==> src/rtl/sram_multi_bank_rd_fetch.sv <==
// Read fetch controller: reads cfg_len_i words from one SRAM bank and streams them through a credit-throttled FIFO.
// Define SRAM_RD_FETCH_PERF_EN to add the credit-stall counter on stl_cnt_o.
module sram_multi_bank_rd_fetch #(
  parameter int SIZE        = 256,
  parameter int DATA_WD     = 64,
  parameter int RD_LAT      = 1,
  parameter int FIFO_DEPTH  = 4,
  parameter int NUMB_BNK    = 4,
  parameter int SIZE_WD     = $clog2(SIZE),
  parameter int NUMB_BNK_WD = (NUMB_BNK > 1) ? $clog2(NUMB_BNK) : 1
) (
  input  logic                   clk,
  input  logic                   rst,
  input  logic [NUMB_BNK_WD-1:0] cfg_idx_bnk_i,
  input  logic [SIZE_WD-1:0]     cfg_adr_i,
  input  logic [SIZE_WD:0]       cfg_len_i,
  input  logic                   start_i,
  output logic                   busy_o,
  output logic                   done_o,
  output logic [NUMB_BNK_WD-1:0] sram_idx_bnk_o,
  output logic [SIZE_WD-1:0]     sram_adr_o,
  output logic                   sram_rd_val_o,
  input  logic                   sram_rd_val_i,
  input  logic [DATA_WD-1:0]     sram_rd_dat_i,
  output logic                   out_val_o,
  input  logic                   out_rdy_i,
  output logic [DATA_WD-1:0]     out_dat_o,
  output logic                   out_lst_o,
`ifdef SRAM_RD_FETCH_PERF_EN
  output logic [15:0]            stl_cnt_o,
`endif
  output logic [1:0]             dbg_state_o
);

  // Output stream: a word transfers on any rising edge where out_val_o & out_rdy_i;
  // out_val_o never depends on out_rdy_i and out_dat_o/out_lst_o hold while stalled.

  localparam int PTR_WD = $clog2(FIFO_DEPTH);
  localparam int CNT_WD = PTR_WD + 1;
  localparam logic [CNT_WD:0]    DEPTH_C = (CNT_WD+1)'(FIFO_DEPTH);
  localparam logic [SIZE_WD-1:0] ADR_MAX = SIZE_WD'(SIZE - 1);
  localparam logic [SIZE_WD:0]   LEN_ONE = (SIZE_WD+1)'(1);

  if (FIFO_DEPTH < RD_LAT + 1) begin : g_depth_chk
    $error("FIFO_DEPTH must cover RD_LAT+1 words");
  end

  typedef enum logic [1:0] {
    S_IDLE  = 2'd0,
    S_ISSUE = 2'd1,
    S_DRAIN = 2'd2
  } state_t;

  state_t state_q, state_d;

  logic [SIZE_WD:0]       len_q, iss_rem_q, pop_cnt_q;
  logic [SIZE_WD-1:0]     adr_q;
  logic [NUMB_BNK_WD-1:0] bnk_q;
  logic                   zero_done_q;
  logic [CNT_WD-1:0]      inflight_q, fifo_cnt_q;
  logic [PTR_WD-1:0]      wr_ptr_q, rd_ptr_q;
  logic [DATA_WD-1:0]     mem_q [FIFO_DEPTH];

  logic start_acc, credit_ok, issue, push, pop;

  // Credit counts both words already in the FIFO and words still in the SRAM pipe.
  assign start_acc = (state_q == S_IDLE) && start_i;
  assign credit_ok = ({1'b0, inflight_q} + {1'b0, fifo_cnt_q}) < DEPTH_C;
  assign issue     = (state_q == S_ISSUE) && credit_ok;
  assign push      = sram_rd_val_i && (inflight_q != '0);
  assign pop       = out_val_o && out_rdy_i;

  assign out_val_o      = (fifo_cnt_q != '0);
  assign out_dat_o      = out_val_o ? mem_q[rd_ptr_q] : '0;
  assign out_lst_o      = out_val_o && (pop_cnt_q == (len_q - LEN_ONE));
  assign busy_o         = (state_q != S_IDLE);
  assign sram_adr_o     = adr_q;
  assign sram_idx_bnk_o = bnk_q;
  assign dbg_state_o    = state_q;

  always_ff @(posedge clk) begin
    if (rst) state_q <= S_IDLE;
    else     state_q <= state_d;
  end

  always_comb begin
    state_d       = state_q;
    sram_rd_val_o = 1'b0;
    done_o        = zero_done_q;
    case (state_q)
      S_IDLE: begin
        if (start_acc && (cfg_len_i != '0)) state_d = S_ISSUE;
      end
      S_ISSUE: begin
        sram_rd_val_o = credit_ok;
        if (credit_ok && (iss_rem_q == LEN_ONE)) state_d = S_DRAIN;
      end
      S_DRAIN: begin
        if (out_lst_o && pop) begin
          done_o  = 1'b1;
          state_d = S_IDLE;
        end
      end
      default: state_d = S_IDLE;
    endcase
  end

  always_ff @(posedge clk) begin
    if (rst) begin
      len_q       <= '0;
      iss_rem_q   <= '0;
      pop_cnt_q   <= '0;
      adr_q       <= '0;
      bnk_q       <= '0;
      zero_done_q <= 1'b0;
      inflight_q  <= '0;
      fifo_cnt_q  <= '0;
      wr_ptr_q    <= '0;
      rd_ptr_q    <= '0;
    end else begin
      zero_done_q <= start_acc && (cfg_len_i == '0);
      if (start_acc) begin
        len_q     <= cfg_len_i;
        iss_rem_q <= cfg_len_i;
        adr_q     <= cfg_adr_i;
        bnk_q     <= cfg_idx_bnk_i;
        pop_cnt_q <= '0;
      end else if (issue) begin
        iss_rem_q <= iss_rem_q - LEN_ONE;
        adr_q     <= (adr_q == ADR_MAX) ? '0 : adr_q + SIZE_WD'(1);
      end
      if (pop) begin
        pop_cnt_q <= pop_cnt_q + LEN_ONE;
        rd_ptr_q  <= rd_ptr_q + PTR_WD'(1);
      end
      if (push) wr_ptr_q <= wr_ptr_q + PTR_WD'(1);
      case ({issue, push})
        2'b10:   inflight_q <= inflight_q + CNT_WD'(1);
        2'b01:   inflight_q <= inflight_q - CNT_WD'(1);
        default: inflight_q <= inflight_q;
      endcase
      case ({push, pop})
        2'b10:   fifo_cnt_q <= fifo_cnt_q + CNT_WD'(1);
        2'b01:   fifo_cnt_q <= fifo_cnt_q - CNT_WD'(1);
        default: fifo_cnt_q <= fifo_cnt_q;
      endcase
    end
  end

  // Storage needs no reset: validity is carried entirely by the pointers and count.
  always_ff @(posedge clk) begin
    if (push) mem_q[wr_ptr_q] <= sram_rd_dat_i;
  end

`ifdef SRAM_RD_FETCH_PERF_EN
  logic [15:0] stl_q;

  always_ff @(posedge clk) begin
    if (rst)                                                    stl_q <= '0;
    else if (start_acc)                                         stl_q <= '0;
    else if ((state_q == S_ISSUE) && !credit_ok && (stl_q != 16'hFFFF)) stl_q <= stl_q + 16'd1;
  end

  assign stl_cnt_o = stl_q;
`endif

endmodule

==> config.mk <==
export PLATFORM = sky130hd
export DESIGN_NAME = sram_multi_bank_rd_fetch
export DESIGN_NICKNAME = d
export VERILOG_FILES = /design/src/rtl/sram_multi_bank_rd_fetch.sv
export SDC_FILE = /design/constraint.sdc
export NUM_CORES = 1
export LEC_CHECK = 0
export CAP_MARGIN = 40
export CORE_MARGIN = 3
export CORE_UTILIZATION = 45
export CTS_BUF_LIST = sky130_fd_sc_hd__clkbuf_8
export DETAILED_ROUTE_END_ITERATION = 16
export GPL_ROUTABILITY_DRIVEN = 0
export PLACE_DENSITY = 0.78
export SLEW_MARGIN = 20
export SYNTH_ARGS = -nofsm -noshare
export SYNTH_HDL_FRONTEND = slang
export SYNTH_SLANG_ARGS = --single-unit
export TNS_END_PERCENT = 10
==> constraint.sdc <==
create_clock -name clk -period 3.04 [get_ports clk]
set_input_delay 0.456 -clock clk [delete_from_list [all_inputs] [get_ports clk]]
set_output_delay 0.456 -clock clk [all_outputs]
set_load 0.03 [all_outputs]
==> results of run 1 <==
==> how the worst max path moves through the flow <==
| stage | from | end | slack, ns | cells past startpoint |
|---|---|---|---|---|
| floorplan | sram_rd_val_i | mem_q[1][0] | 0.25 | 3 |
| global placement | len_q[1] | out_lst_o | 0.11 | 8 |
| detailed placement | len_q[1] | out_lst_o | 0.08 | 8 |
| CTS | len_q[1] | done_o | -0.02 | 9 |
| global route | len_q[1] | done_o | -0.14 | 9 |
| finish | len_q[1] | done_o | -0.02 | 9 |
==> cells in the mapped netlist (6+ instances only) <==
cell        n  share of area
clkbuf_1   28         0.0085
o21ai_0    11         0.0044
a21oi_1    33          0.013
or3_1       6         0.0030
edfxtp_1  256           0.62
dfxtp_1    52          0.084
buf_2       8         0.0032
nand3_1    14         0.0056
and2_1     69          0.035
nand3b_1    7         0.0042
inv_1      16         0.0048
nor2_1     40          0.012
nand2_1    43          0.013
mux4_2     64           0.12
nor3_1      7         0.0028
ha_1       13          0.013
xor2_1     13         0.0092
==> repair_timing <==
action                     4_1_cts  5_1_grt
gates cloned                     0        0
buffers inserted                 6        2
setup endpoints to repair       64       52
pin swaps                        5        3
resized for setup               22       52
hold endpoints to repair         0        0
==> layer usage <==
| metal | vias to the layer above | GRT usage | routed length, um |
|---|---|---|---|
| met3 | 43 | 0.0428 | 1860 |
| met5 | - | 0 | 0 |
| met4 | 0 | 0.0500 | 501 |
| met2 | 223 | 0.288 | 12400 |
| li1 | 3335 | - | - |
| met1 | 3578 | 0.213 | 10200 |
==> state kept, by name (all words and copies together) (netlist names), named ones only <==
name            count
sram_adr_o          8
fifo_cnt_q          3
inflight_q          3
dbg_state_o         2
sram_idx_bnk_o      2
iss_rem_q           9
zero_done_q         1
pop_cnt_q           9
rd_ptr_q            2
len_q               9
mem_q             256
wr_ptr_q            2
==> power by group through the flow <==
stage               Sequential, W  Clock, W  Combinational [W]
finish                    0.00529   0.00304            0.00406
floorplan                 0.00534         0            0.00262
CTS                       0.00529   0.00315            0.00420
global route              0.00534   0.00336            0.00439
detailed placement        0.00540         0            0.00417
global placement          0.00537         0            0.00413
==> worst max-delay path: cells and delay by family (launching register included) <==
family                   cells  cell delay, ns
AO/OA/AOI/OAI                4            0.95
AND/OR/NAND/NOR              2            0.46
flip-flops                   1            0.32
buffers and inverters        2            0.20
adder cells (fa/ha/maj)      1            0.13
==> final cells by class <==
type                    count  area [um2]  share of cell area
well taps                 341         427              0.0272
inverters                  17        63.8             0.00406
flip-flops and latches    308        8740               0.556
repair buffers            200        2140               0.136
clock buffers              49         674              0.0429
clock inverters            39         171              0.0109
multi-input cells         391        3500               0.223
==> cells by family after synthesis <==
family / after synthesis
flops: 308
compound gates: 73
buf+inv: 53
mux: 69
xor+xnor: 17
simple gates: 217
fa+ha+maj: 15
==> layout by cell type (no fill, tap or decap), types with 6 or more instances in the layout <==
cell | Yosys | layout
clkdlybuf4s50_1 | 0 | 106
nor2_1 | 40 | 40
xor2_1 | 13 | 13
and2_1 | 69 | 65
inv_1 | 16 | 28
nand3_1 | 14 | 14
clkinv_2 | 0 | 6
nand2_1 | 43 | 43
dlygate4sd2_1 | 0 | 10
a21oi_1 | 33 | 33
dfxtp_1 | 52 | 48
buf_12 | 0 | 8
mux4_2 | 64 | 64
ha_1 | 13 | 12
nand3b_1 | 7 | 7
clkinv_1 | 0 | 15
nor3_1 | 7 | 7
buf_4 | 0 | 24
dlymetal6s2s_1 | 0 | 50
clkbuf_8 | 0 | 49
o21ai_0 | 11 | 11
edfxtp_1 | 256 | 256
==> stage by stage <==
step / hold WS, ns / utilization / instance area (um2) / total power, W / instances
finish: 0.456 / 0.581 / 15700 / 0.0124 / 1345
global route: 0.441 / 0.581 / 15700 / 0.0131 / 1345
CTS: 0.418 / 0.576 / 15600 / 0.0126 / 1343
detailed placement: 0.457 / 0.543 / 14700 / 0.00957 / 1249
global placement: 0.442 / 0.543 / 14700 / 0.00950 / 1249
floorplan: 0.448 / - / 12400 / 0.00797 / 752
==> flow_metrics.tcl, run 1 <==
set metrics [dict create \
    yosys_warnings 0 \
    cap_violations 0 \
    p_int_w 0.00840 \
    comb_power_share 0.328 \
    synth_simple_gate_area_frac 0.0933 \
    hp-class "input pin to flop" \
    drive_gt1_frac 0.181 \
    drc 0 \
    synth_top_family_by_area "multiplexers" \
    rsz0062_at_grt "true" \
    grt_usage 0.168 \
    clkPwrFrac 0.245 \
    cpPeakStageDelay_ns 0.40 \
    ff2ff_path_depth 10 \
    die_area_mm2 0.0296 \
    syn_area_mm2 0.0124 \
    fmax_ghz 0.327 \
    crit_path_max_fanout 3 \
    core_area_mm2 0.0270 \
    cts_buffers 49 \
    synthCells 752 \
    nets 1070 \
    num_io_pins 169 \
    p_switching_w 0.00398 \
    grt_first_pass_wirelength_mm 39.2 \
    port_buffers 168 \
    grt_pass1_vias 7522 \
    worst_setup_path_end_kind "output pin" \
    synth_adder_area_share 0.0163 \
    crit_chain "inv_2 > ha_4 > or3b_4 > o311a_2 > o21bai_1 > a221o_1 > nor2_2 > a41o_1 > buf_6" \
    die_h_um 172 \
    min_path_cells 3 \
    cellLeakagePower_nw 6.04 \
    vias_per_cell 5.34 \
    finalHoldViolations 0 \
    grt_max_degree 65 \
    min_to "sram_idx_bnk_o[0]" \
    cp.arrival_ns 2.60 \
    clockBufferDepth 3 \
    start_kind "flop" \
    start_util 0.460 \
    slew_headroom 0.497 \
    area_delta_synth_final_pct 26.5 \
    violations "negative setup slack" \
    synth_nets 855 \
    r2r-end "inflight_q[2]" \
    critPathKind "flop to output pin" \
    routedWlPerCell_um 18.6 \
    path_clk_slew_ns 0.06 \
    cts_tree "built" \
    synth_cell_types 55 \
    clock_skew_ns 0.0293 \
    synth_compound_area_frac 0.0385 \
    via_count 7179 \
    p_per_area_mw_per_mm2 788 \
    status "complete, but fails checks" \
    slew_violations 0 \
    ir_drop_v 0.000365 \
    crit_slowest_cell "or3b_4" \
    pre_cts_ws_ns 0.0840 \
    crit_required_ns 2.58 \
    setup_viol 1 \
    synth_mux_area_frac 0.121 \
    p_seq_frac 0.427 \
    finalCritPeriodShare 1.01 \
    min_from "cfg_idx_bnk_i[0]" \
    antenna_found_initial 0 \
    worstMarginPinSlew_ns 0.750 \
    drt_iter0_markers 475 \
    synth_edf_count 256 \
    swShare 0.321 \
    post_synth.cell_area_avg_um2 16.5 \
    diodes 0 \
    htreeDepth 2 \
    grt_overflow 0 \
    layout_setup_ws_ns -0.0164 \
    routed_wirelength_mm 25.0 \
    drt_pre_antenna_iters 6 \
    die_w_um 172 \
    synth_xor_area_frac 0.0120 \
    root_buffer "clkbuf_8" \
    clock_latency_ns 0.57 \
    ys_seq_area_frac 0.703 \
    clkSinkCount 308 \
    dp_hpwl_mm 15.9 \
    synth_seq_cells 308 \
    hold_buffers 0 \
    rr_startpoint "fifo_cnt_q[1]" \
    num_rows 60 \
    synth-main-ff-cell "edfxtp_1" \
    async_flop_share 0 \
    layout_min_cycle_time_ns 3.06 \
    fin_tns_setup_ns -0.0164 \
    ant_nets 0 \
    fillers 2054 \
    r2r_setup_slack_ns 0.67 \
]
Power figures use the tool's default switching activity.
==> run 2, diff against run 1 <==
CELL_PAD_IN_SITES_DETAIL_PLACEMENT = 0   (was not set)
CELL_PAD_IN_SITES_GLOBAL_PLACEMENT = 1   (was not set)
CTS_CLUSTER_SIZE = 20   (was not set)
PLACE_DENSITY = not set   (was 0.78)
PLACE_DENSITY_LB_ADDON = 0.1   (was not set)
==> flow_metrics.tcl, run 2 (synthesis gave the netlist of run 1 again) <==
set metrics [dict create \
    status "complete, but fails checks" \
    violations "negative setup slack" \
    layout_min_cycle_time_ns 3.06 \
    crit_chain "inv_2 > ha_4 > or3b_4 > a2111oi_4 > o21bai_1 > a221o_1 > nor2_2 > a41o_1 > buf_6" \
    grt_max_degree 60 \
    slew_violations 0 \
    p_per_area_mw_per_mm2 794 \
    min_from "sram_idx_bnk_o[1]" \
    place_inst 1246 \
    hold_buffers 0 \
    layout_setup_ws_ns -0.0170 \
    dp_hpwl_mm 15.6 \
    clkSinkCount 308 \
    routed_wirelength_mm 25.7 \
    wl_met1_mm 11.2 \
    area_delta_synth_final_pct 25.6 \
    grt_pass1_vias 7698 \
    die_area_mm2 0.0296 \
    ir_drop_v 0.000515 \
    top_layer_used "met4" \
    slew_headroom 0.490 \
    port_buffers 168 \
    design_area_mm2 0.0156 \
    start_kind "flop" \
    worstMarginPinSlew_ns 0.760 \
    rsz0062_at_grt "true" \
    routedWlPerCell_um 19.2 \
    num_io_pins 169 \
    clock_skew_ns 0.0198 \
    wl_met2_mm 12.6 \
    path_delay_family "compound AO/OA/AOI/OAI gates" \
    finalCritPeriodShare 1.01 \
    drive_gt1_frac 0.174 \
    final_cell_mix "edfxtp_1 (256), clkdlybuf4s50_1 (114), and2_1 (65)" \
    diodes 0 \
    grt_usage 0.175 \
    regMostFlops "mem_q" \
    hp-class "flop to flop" \
    cpPeakStageDelay_ns 0.41 \
    fillers 2142 \
    via_count 7143 \
    nets 1063 \
    drc 0 \
    r2r-end "fifo_cnt_q[2]" \
    cp.arrival_ns 2.60 \
    drt_pre_antenna_iters 5 \
    critPathKind "flop to output pin" \
    crit_slowest_cell "or3b_4" \
    cp_num_buf_inv 2 \
    power.total_w 0.0124 \
    ant_nets 0 \
    finalHoldViolations 0 \
    num_rows 60 \
    cts_tree "built" \
    crit_path_max_fanout 4 \
    vias_per_cell 5.35 \
    r2r_setup_slack_ns 0.61 \
    drt_iter0_markers 413 \
    clock_latency_ns 0.55 \
    cap_violations 0 \
    fmax_ghz 0.327 \
    antenna_found_initial 0 \
    pre_cts_ws_ns 0.0428 \
    worst_setup_path_end_kind "output pin" \
    cts_buffers 49 \
    ff2ff_path_depth 8 \
    rr_startpoint "fifo_cnt_q[2]" \
    path_clk_slew_ns 0.06 \
    final_cells 1335 \
    wl_met3_mm 1.22 \
    cellLeakagePower_nw 5.42 \
    final_common_cell "edfxtp_1" \
    placed_area_mm2 0.0147 \
    core_area_mm2 0.0270 \
    die_w_um 172 \
    htreeDepth 2 \
    die_h_um 172 \
    crit_required_ns 2.58 \
    grt_first_pass_wirelength_mm 40.7 \
    setup_viol 1 \
    root_buffer "clkbuf_8" \
    grt_overflow 0 \
    crit_cells 9 \
    start_util 0.460 \
    min_path_cells 2 \
    min_to "sram_idx_bnk_o[1]" \
    largest_reg_flops 256 \
    clockBufferDepth 3 \
]
-- run 2: changes by cell type in the layout (fill, tap and decap cells not counted), moves of 5 or more --
cell,previous run,this run
inv_1,28,40
clkinv_2,6,1
clkinv_1,15,3
buf_4,24,11
clkdlybuf4s50_1,106,114
dlygate4sd2_1,10,52
dlymetal6s2s_1,50,0
-- run 2: how the worst max path moves through the flow --
stage          slack (ns)           to           from
6_report            -0.02       done_o       len_q[1]
5_1_grt             -0.18       done_o       len_q[1]
4_1_cts              -0.1       done_o       len_q[1]
3_5_place_dp         0.04    out_lst_o       len_q[1]
3_3_place_gp         0.08    out_lst_o       len_q[1]
2_1_floorplan        0.25  mem_q[1][0]  sram_rd_val_i
-- run 2: worst min-delay path: stages (launching register included) --
cell	delay [ns]
dfxtp_1	0.31
nand2_1	0.05
a21oi_1	0.05
-- run 2: metrics by stage --
stage	utilization	hold WS, ns	TNS (ns)
floorplan	-	0.448	0
global placement	0.545	0.449	0
detailed placement	0.545	0.451	0
CTS	0.577	0.426	-0.0960
global route	0.578	0.451	-0.271
finish	0.578	0.461	-0.0170
-- run 2: metal layers --
metal | track usage | vias to the layer above
met5 | 0 | -
met4 | 0.0486 | 0
met3 | 0.0373 | 48
met2 | 0.296 | 175
met1 | 0.232 | 3596
li1 | - | 3324
-- run 2: final cells by class --
cell class	instances	area, um2	area share
Multi-Input combinational cell	391	3520	0.225
Sequential cell	308	8740	0.560
Clock inverter	33	143	0.00914
Clock buffer	52	716	0.0459
Timing Repair Buffer	193	2000	0.128
Inverter	17	63.8	0.00409
Tap cell	341	427	0.0273
-- run 2: repair_timing --
item	in CTS	in global routing
pin swaps	5	1
setup buffers	2	1
cloned	1	0
gates resized for setup	67	2
endpoints found under the hold margin	0	0
endpoints found under the setup margin	61	2
-- run 2: power by group --
group	total, W	switching [W]	internal (W)
clock	0.00307	0.00150	0.00157
sequential	0.00528	0.000197	0.00509
combinational	0.00404	0.00230	0.00174
==> run 3, diff against run 2 <==
CORE_MARGIN = 8   (was 3)
==> flow_metrics.tcl, run 3 (synthesis gave the netlist of run 1 again) <==
set metrics [dict create \
    routedWlPerCell_um 20.1 \
    min_path_cells 3 \
    drc 0 \
    regMostFlops "mem_q" \
    status "complete, but fails checks" \
    layout_min_cycle_time_ns 3.09 \
    crit_chain "inv_2 > ha_4 > or3b_4 > a2111oi_4 > o21bai_1 > a221o_1 > nor2_2 > a41o_1 > buf_6" \
    cts_buffers 51 \
    grt_busiest_layer "met2" \
    clkSinkCount 308 \
    clockBufferDepth 3 \
    cap_violations 0 \
    grt_pass1_vias 7842 \
    dp_hpwl_mm 17.5 \
    rr_startpoint "fifo_cnt_q[2]" \
    cellLeakagePower_nw 6.06 \
    seq_area_mm2 0.00874 \
    multi_input_area_mm2 0.00352 \
    crit_required_ns 2.58 \
    hold_ws_ns 0.447 \
    num_io_pins 169 \
    layout_setup_ws_ns -0.0513 \
    hp-class "input pin to flop" \
    drive_gt1_frac 0.188 \
    fillers 2143 \
    ir_drop_v 0.000557 \
    area_delta_synth_final_pct 28.3 \
    antenna_found_initial 0 \
    crit_path_max_fanout 5 \
    r2r-end "fifo_cnt_q[2]" \
    grt_usage 0.164 \
    use_met3 0.0404 \
    die_w_um 182 \
    diodes 0 \
    use_met2 0.281 \
    grt_max_degree 50 \
    cp.arrival_ns 2.64 \
    crit_slowest_cell "or3b_4" \
    start_kind "flop" \
    die_h_um 182 \
    root_buffer "clkbuf_8" \
    path_delay_family "compound AO/OA/AOI/OAI gates" \
    grt_first_pass_wirelength_mm 43.2 \
    cts_tree "built" \
    min_from "cfg_idx_bnk_i[0]" \
    core_area_mm2 0.0275 \
    port_buffers 168 \
    ant_nets 0 \
    placed_area_mm2 0.0147 \
    clock_latency_ns 0.57 \
    cp_num_buf_inv 2 \
    violations "negative setup slack" \
    critPathKind "flop to output pin" \
    vias_per_cell 5.35 \
    slew_headroom 0.536 \
    clock_skew_ns 0.0240 \
    num_rows 61 \
    fmax_ghz 0.323 \
    worst_setup_path_end_kind "output pin" \
    worstMarginPinSlew_ns 0.691 \
    drt_pre_antenna_iters 4 \
    hold_buffers 0 \
    p_per_area_mw_per_mm2 820 \
    via_count 7248 \
    routed_wirelength_mm 27.2 \
    start_util 0.452 \
    nets 1071 \
    largest_reg_flops 256 \
    ff2ff_path_depth 8 \
    finalHoldViolations 0 \
    drt_iter0_markers 329 \
    r2r_setup_slack_ns 0.68 \
    pre_cts_ws_ns 0.326 \
    htreeDepth 2 \
    rsz0062_at_grt "true" \
    final_cell_mix "edfxtp_1 (256), clkdlybuf4s50_1 (102), and2_1 (65)" \
    final_common_cell "edfxtp_1" \
    setup_viol 1 \
    design_area_mm2 0.0159 \
    path_clk_slew_ns 0.06 \
    finalCritPeriodShare 1.02 \
    use_met1 0.205 \
    min_to "sram_idx_bnk_o[0]" \
    cpPeakStageDelay_ns 0.41 \
    grt_overflow 0 \
    die_area_mm2 0.0332 \
    slew_violations 0 \
]
[run 3: cell types whose count changed in the layout (fill, tap and decap cells not counted), moves of 3 or more]
cell,change
clkdlybuf4s50_1,-12
dlymetal6s2s_1,+41
clkinv_2,+6
buf_4,+7
dlygate4sd2_1,-29
inv_1,-13
bufinv_16,+4
clkbuf_8,+3
clkinv_1,+11
[run 3: worst max path at each step]
stage,start,end,cells past startpoint
final,len_q[0],done_o,9
after global routing,len_q[1],done_o,9
after CTS,len_q[0],done_o,9
after detailed placement,sram_rd_val_i,inflight_q[2],8
after global placement,len_q[0],done_o,9
after floorplan,sram_rd_val_i,mem_q[1][0],3
[run 3: area by class of cell]
class                      count  area share
inverter                      17     0.00400
sequential                   308       0.548
multi-input combinational    391       0.221
clock inverter                40      0.0177
clock buffer                  55      0.0475
tap                          346      0.0272
timing repair buffer         199       0.135
[run 3: power by group]
group | internal, W | switching [W] | leakage (nW)
logic | 0.00182 | 0.00233 | 2.73
registers | 0.00508 | 0.000202 | 2.74
clock network | 0.00202 | 0.00162 | 0.582
[run 3: what timing repair did]
item | in CTS | in global routing
resized for setup | 33 | 41
pin swaps | 4 | 0
endpoints found under the setup margin | 67 | 43
endpoints found under the hold margin | 0 | 0
setup buffers | 6 | 0
[run 3: per-layer routing]
| layer | vias up | share of wire | wire length [um] |
|---|---|---|---|
| li1 | 3339 | - | - |
| met1 | 3655 | 0.43 | 11700 |
| met2 | 213 | 0.50 | 13500 |
| met3 | 41 | 0.055 | 1510 |
| met4 | 0 | 0.017 | 469 |
| met5 | - | 0 | 0 |
[run 3: stage by stage]
stage / setup TNS [ns] / cells / power [W] / utilization
floorplan: 0 / 752 / 0.00797 / -
global placement: 0 / 1255 / 0.00963 / 0.537
detailed placement: 0 / 1255 / 0.00971 / 0.537
CTS: -0.0908 / 1356 / 0.0133 / 0.577
global route: -0.196 / 1356 / 0.0138 / 0.580
finish: -0.0513 / 1356 / 0.0131 / 0.580
[run 3: worst register-to-register path: cells and delay by family (launching register included)]
kind	cells	cell delay, ns
buf+inv	2	0.25
fa+ha+maj	2	0.45
flops	1	0.35
xor+xnor	1	0.08
simple gates	1	0.31
compound gates	2	0.83
==> edit 1 (settings of run 3) <==
Add an input register stage for `cfg_adr_i`, without a reset; this delays it by one clock. The other inputs are not delayed to match.
--- a/src/rtl/sram_multi_bank_rd_fetch.sv
+++ b/src/rtl/sram_multi_bank_rd_fetch.sv
@@ -42,2 +42,8 @@
   localparam logic [SIZE_WD:0]   LEN_ONE = (SIZE_WD+1)'(1);
+
+  logic [SIZE_WD-1:0] cfg_adr_q;
+
+  always_ff @(posedge clk) begin
+    cfg_adr_q <= cfg_adr_i;
+  end
 
@@ -124,3 +130,3 @@
         iss_rem_q <= cfg_len_i;
-        adr_q     <= cfg_adr_i;
+        adr_q     <= cfg_adr_q;
         bnk_q     <= cfg_idx_bnk_i;
Behaviour: not the same (Yosys sat finds a counterexample within 4 cycles, from zero or initial values and one cycle with rst high).
==> edit 1 against run 3 <==
  * Maximum frequency up 1.7%
  * Critical path type unchanged
  * Worst setup slack better by 52 ps
  * Total power down 2.7%
  * Cell area up 1.4%
  * Worst hold slack worse by 120 ps
  * Cell count up 3.0%
  * Wire length up 3.1%
  * Count of clock-buffer cells in the layout down 1
  * Sequential cell count up 8
  * Critical endpoint unchanged
  * Area after synthesis up 1.6%
==> edit 1: results (changes against run 3) <==
CRITPATHLAUNCH='len_q[3]'
POST-PLACE-CELLS=1306  # +4.1%
GRT_UTIL_ALL_LAYERS_PCT=16.6  # +0.19 points
LARGEST_REGISTER_BY_FLOP_COUNT='mem_q'
CP_DATA_ARRIVAL_TIME_PS=2580  # -60 ps
DPL_CELL_AREA_UM2=15100  # +2.2%
NUMBER_OF_FILLER_CELLS_PLACED_IN_THE_LAYOUT=2184  # +1.9%
DETAILEDPLACE.WORSTSLACK_PS=-42.9  # -369 ps
DRIVE_ABOVE_1_SHARE_PCT=19.2  # +0.42 points
CRITPATHMAXFANOUT=7  # +2
CLOCKBUFFERDEPTH=3  # unchanged
HOLDCRITSTARTPOINT='cfg_adr_i[1]'
DRTITER0DRC=276  # -16%
LARGEST_REGISTER_FFS=256  # unchanged
IRDROPWORSTVDD_uV=465  # -16%
SYNTHESIS.YOSYS.WARNINGS=0  # unchanged
WL_PER_CELL_UM=20.1  # about the same
NETS_FINAL=1088  # +1.6%
POWER.DENSITY_CELL_AREA_nW_PER_UM2=787  # -4.0%
NUM_VIAS=7345  # +1.3%
NUMBER_OF_ANTENNA_VIOLATIONS_AT_THE_FIRST_CHECK_IN_GLOBAL_ROUTING=0  # unchanged
SEQ_CELL_POWER_W=0.00534  # +0.9%
CTS.REPAIR_TIMING.SETUP_BUFFER_COUNT=3  # -3
INTERNAL_PORTION_OF_TOTAL_POWER_W=0.00869  # -2.7%
POWER.STATIC_LEAKAGE_nW=6.15  # +1.6%
GRT_FIRST_PASS_WIRELENGTH_MM=43.8  # +1.4%
NUMBER_OF_CTS_INSERTED_BUFFERS=52  # +2.0%
POST_SYNTH_EDFFS=256  # unchanged
NUMBER_OF_GLOBAL_ROUTE_VIAS_BEFORE_REPAIR=7994  # +1.9%
SYNTH.AVG_CELL_AREA_UM2=16.5  # -0.39%
SYNTH.AREA.TOP_CELLS='edfxtp_1 61%, mux4_2 11%, dfxtp_1 9.5%'
SYNTH_SEQUENTIAL_AREA_RATIO_PCT=70.4  # +0.16 points
TOTAL_ROUTED_WIRELENGTH_MM=28.1  # +3.1%
POWER_CLOCK_W=0.00319  # -12%
OUTCOME='complete, no violations'
GRT_MAX_DEGREE=66  # +32%
TIMING.FINAL.HOLD_VIOLATIONS=0  # unchanged
SKEW_PS=17.8  # -6.18 ps
TIMING.SLEW.HEADROOM_PCT=49.8  # -3.8 points
R2R_START='fifo_cnt_q[2]'
HPWLAFTERDP_MM=18.3  # +4.9%
ANTENNA_CELLS_INSERTED=0  # unchanged
SYN-NUM-NETS=870  # +1.8%
RANKING_OF_SYNTHESIZED_CELLS_BY_INSTANCE_COUNT='256 x edfxtp_1, 68 x and2_1, 64 x mux4_2'
PLACE.PORT_BUFFERS=168  # unchanged
POST_CTS.RESIZED_INSTANCES=22  # -33%
SYNTH_CELL_TYPES=59  # +7.3%
## edit 1: metrics by stage
| stage | utilization [%] | setup TNS [ps] |
|---|---|---|
| global route | 58.4 | -97.5 |
| global placement | 54.4 | 0 |
| detailed placement | 54.4 | -42.9 |
| floorplan | - | 0 |
| finish | 58.4 | 0 |
| CTS | 57.8 | -327 |
## edit 1: worst paths after layout
| kind | cells after the start | slack, ps | endpoint |
|---|---|---|---|
| setup / recovery | 6 | 0.6 | done_o |
| setup reg to reg | 9 | 470 | inflight_q[2] |
| hold reg to reg | 2 | 440 | sram_adr_o[0] |
| hold / removal | 1 | 330 | cfg_adr_q[1] |
## edit 1: logic make-up after synthesis
kind of cell,after synthesis,share of synthesized area (%)
flip-flops,316,70.4
AND/OR/NAND/NOR,205,8.71
AO/OA/AOI/OAI,88,4.46
multiplexers,68,11.8
buffers and inverters,57,1.77
XOR/XNOR,18,1.25
adder cells (fa/ha/maj),15,1.61
## edit 1: final cells by class
| cell class | count | area (µm²) | area share, % |
|---|---|---|---|
| well taps | 378 | 473 | 2.93 |
| flip-flops and latches | 316 | 8900 | 55.1 |
| repair buffers | 202 | 2260 | 14.0 |
| clock buffers | 54 | 743 | 4.60 |
| clock inverters | 34 | 144 | 0.890 |
| inverters | 19 | 72.6 | 0.449 |
| multi-input cells | 394 | 3580 | 22.1 |
## edit 1: critical path: stages, from the launching register on
cell	delay (ps)
dfxtp_4	370
or4_4	580
o311ai_4	250
o22ai_2	160
nor4_4	330
a31o_1	200
buf_6	130
## edit 1: layer usage
metal	routed length [µm]	part of all wire [%]	GRT usage, %	up-vias
li1	-	-	-	3396
met1	11400	41	19.1	3721
met2	14700	52	30.2	192
met3	1610	5.7	4.29	36
met4	382	1.4	4.52	0
met5	0	0	0	-
==> edit 2 (settings of run 3) <==
Without the edit above. Change the parameter `DATA_WD` from 64 to 96.
--- a/src/rtl/sram_multi_bank_rd_fetch.sv
+++ b/src/rtl/sram_multi_bank_rd_fetch.sv
@@ -4,3 +4,3 @@
   parameter int SIZE        = 256,
-  parameter int DATA_WD     = 64,
+  parameter int DATA_WD     = 96,
   parameter int RD_LAT      = 1,
Ports: changed (resized out_dat_o and sram_rd_dat_i); port bits go from 169 to 233. The function was not compared with the original's and may differ.
==> edit 2 against run 3 <==
  * The flow still finishes with violations (setup timing)
  * Wire length up 42%
  * Total power up 38%
  * Die area up 35%
  * Worst setup slack worse by 71 ps
  * Critical path depth down 3
  * Sequential share of layout area up 2.1 points
  * Sequential cell count up 128
  * Cell area up 39%
  * Count of clock-buffer cells in the layout up 20
  * Area after synthesis up 39%
  * Cell count up 34%
  * Clock power up 35%
  * Largest cell class unchanged
==> edit 2: results (changes against run 3) <==
OUTCOME='finished with violations'
FAILED_CHECKS='setup timing'
NUMBER_OF_GLOBAL_ROUTE_VIAS_BEFORE_REPAIR=10000  # +28%
AREA_FRACTION_IN_COMPOUND_GATES_AFTER_SYNTHESIS_PCT=2.64  # -1.2 points
SYN-NUM-NETS=1093  # +28%
REG2REG_SETUP_SLACK_PS=610  # -70 ps
CP_DATA_ARRIVAL_TIME_PS=2710  # +70 ps
CLK-INSERTION-DELAY-LATE_PS=620  # +50 ps
SETUP_TNS_PS=-123  # -71.3 ps
PLACE.PORT_BUFFERS=232  # +38%
LARGEST_REGISTER_FFS=384  # +50%
MET3_LENGTH_MM=2.62  # +73%
SYNTH.AREA.TOP_CELLS='edfxtp_1 67%, mux4_2 13%, dfxtp_1 6.0%'
SYNTH_CELL_TYPES=51  # -7.3%
GRT_FIRST_PASS_WIRELENGTH_MM=58.4  # +35%
ROUTED.TOP_LAYER='met5'
CPMAXSTAGEDELAYCELL='or4_4'
DRIVE_ABOVE_1_SHARE_PCT=19.3  # +0.45 points
SYNTH_SEQUENTIAL_AREA_RATIO_PCT=73.0  # +2.7 points
REPORT.FINAL.SETUP_VIOL=1  # unchanged
FINALHOLDWORSTSLACK_PS=408  # -38.8 ps
NETS_FINAL=1388  # +30%
DETAILEDPLACE.WORSTSLACK_PS=147  # -179 ps
TOTAL_ROUTED_WIRELENGTH_MM=38.6  # +42%
WL_PER_CELL_UM=21.2  # +5.7%
H_TREE_LEVELS=3  # +1
LAYOUT_SETUP_WS_PS=-123  # -71.3 ps
TIMING.SLEW.HEADROOM_PCT=51.5  # -2.2 points
SKEW_PS=26.6  # +2.60 ps
DETAIL_ROUTE.WIRELENGTH.MET1_MM=16.6  # +42%
CRITICAL_PATH.MAX_STAGE_DELAY_PS=580  # +170 ps
POWER.STATIC_LEAKAGE_nW=8.41  # +39%
IRDROPWORSTVDD_uV=463  # -17%
DRTITER0DRC=533  # +62%
NUM_VIAS=9383  # +29%
HPWLAFTERDP_MM=23.9  # +37%
==> edit 2: cell count changes in the layout (fill, tap and decap cells not counted), moves of 6 or more <==
cell	change
mux4_2	+32
inv_1	+17
dlymetal6s2s_1	+26
clkbuf_8	+20
nor3_1	+7
and2_1	+32
edfxtp_1	+128
dlygate4sd2_1	+6
clkdlybuf4s50_1	+32
nor2_1	+6
==> edit 2: final cells by class <==
type	count	area [µm²]
multi-input combinational	456	4460
inverter	19	71.3
antenna	1	2.50
clock inverter	55	347
tap	511	639
fill	2968	15600
sequential	436	12600
timing repair buffer	267	2980
clock buffer	75	1030
==> edit 2: per-layer routing <==
metal / vias to the layer above / track usage [%]
met1: 4710 / 22.1
met2: 224 / 27.0
li1: 4367 / -
met5: - / 0
met3: 72 / 5.99
met4: 10 / 5.70
==> edit 2: worst max-delay path by stage <==
stage / end / cells after the start / slack, ps / from
after floorplan: mem_q[3][0] / 3 / -500 / sram_rd_val_i
after global placement: out_lst_o / 8 / 170 / len_q[0]
after detailed placement: out_lst_o / 8 / 150 / len_q[0]
after CTS: done_o / 6 / -190 / len_q[1]
after global routing: done_o / 6 / -270 / len_q[1]
final: done_o / 6 / -120 / len_q[1]
==> edit 2: cell families after synthesis <==
group           Yosys count
mux                     102
compound gates           71
flops                   436
buf+inv                  66
simple gates            249
fa+ha+maj                15
xor+xnor                 19
==> edit 2: repair_timing <==
action | 4_1_cts | 5_1_grt
endpoints found under the setup margin | 99 | 69
buffers inserted | 0 | 1
gates resized for setup | 46 | 72
pin swaps | 6 | 0
cloned | 0 | 1
==> edit 2: worst max-delay path: cells and delay by family (launching register included) <==
kind            cells  cell delay [ps]
compound gates      2              650
buf+inv             1              160
flops               1              330
simple gates        3              950
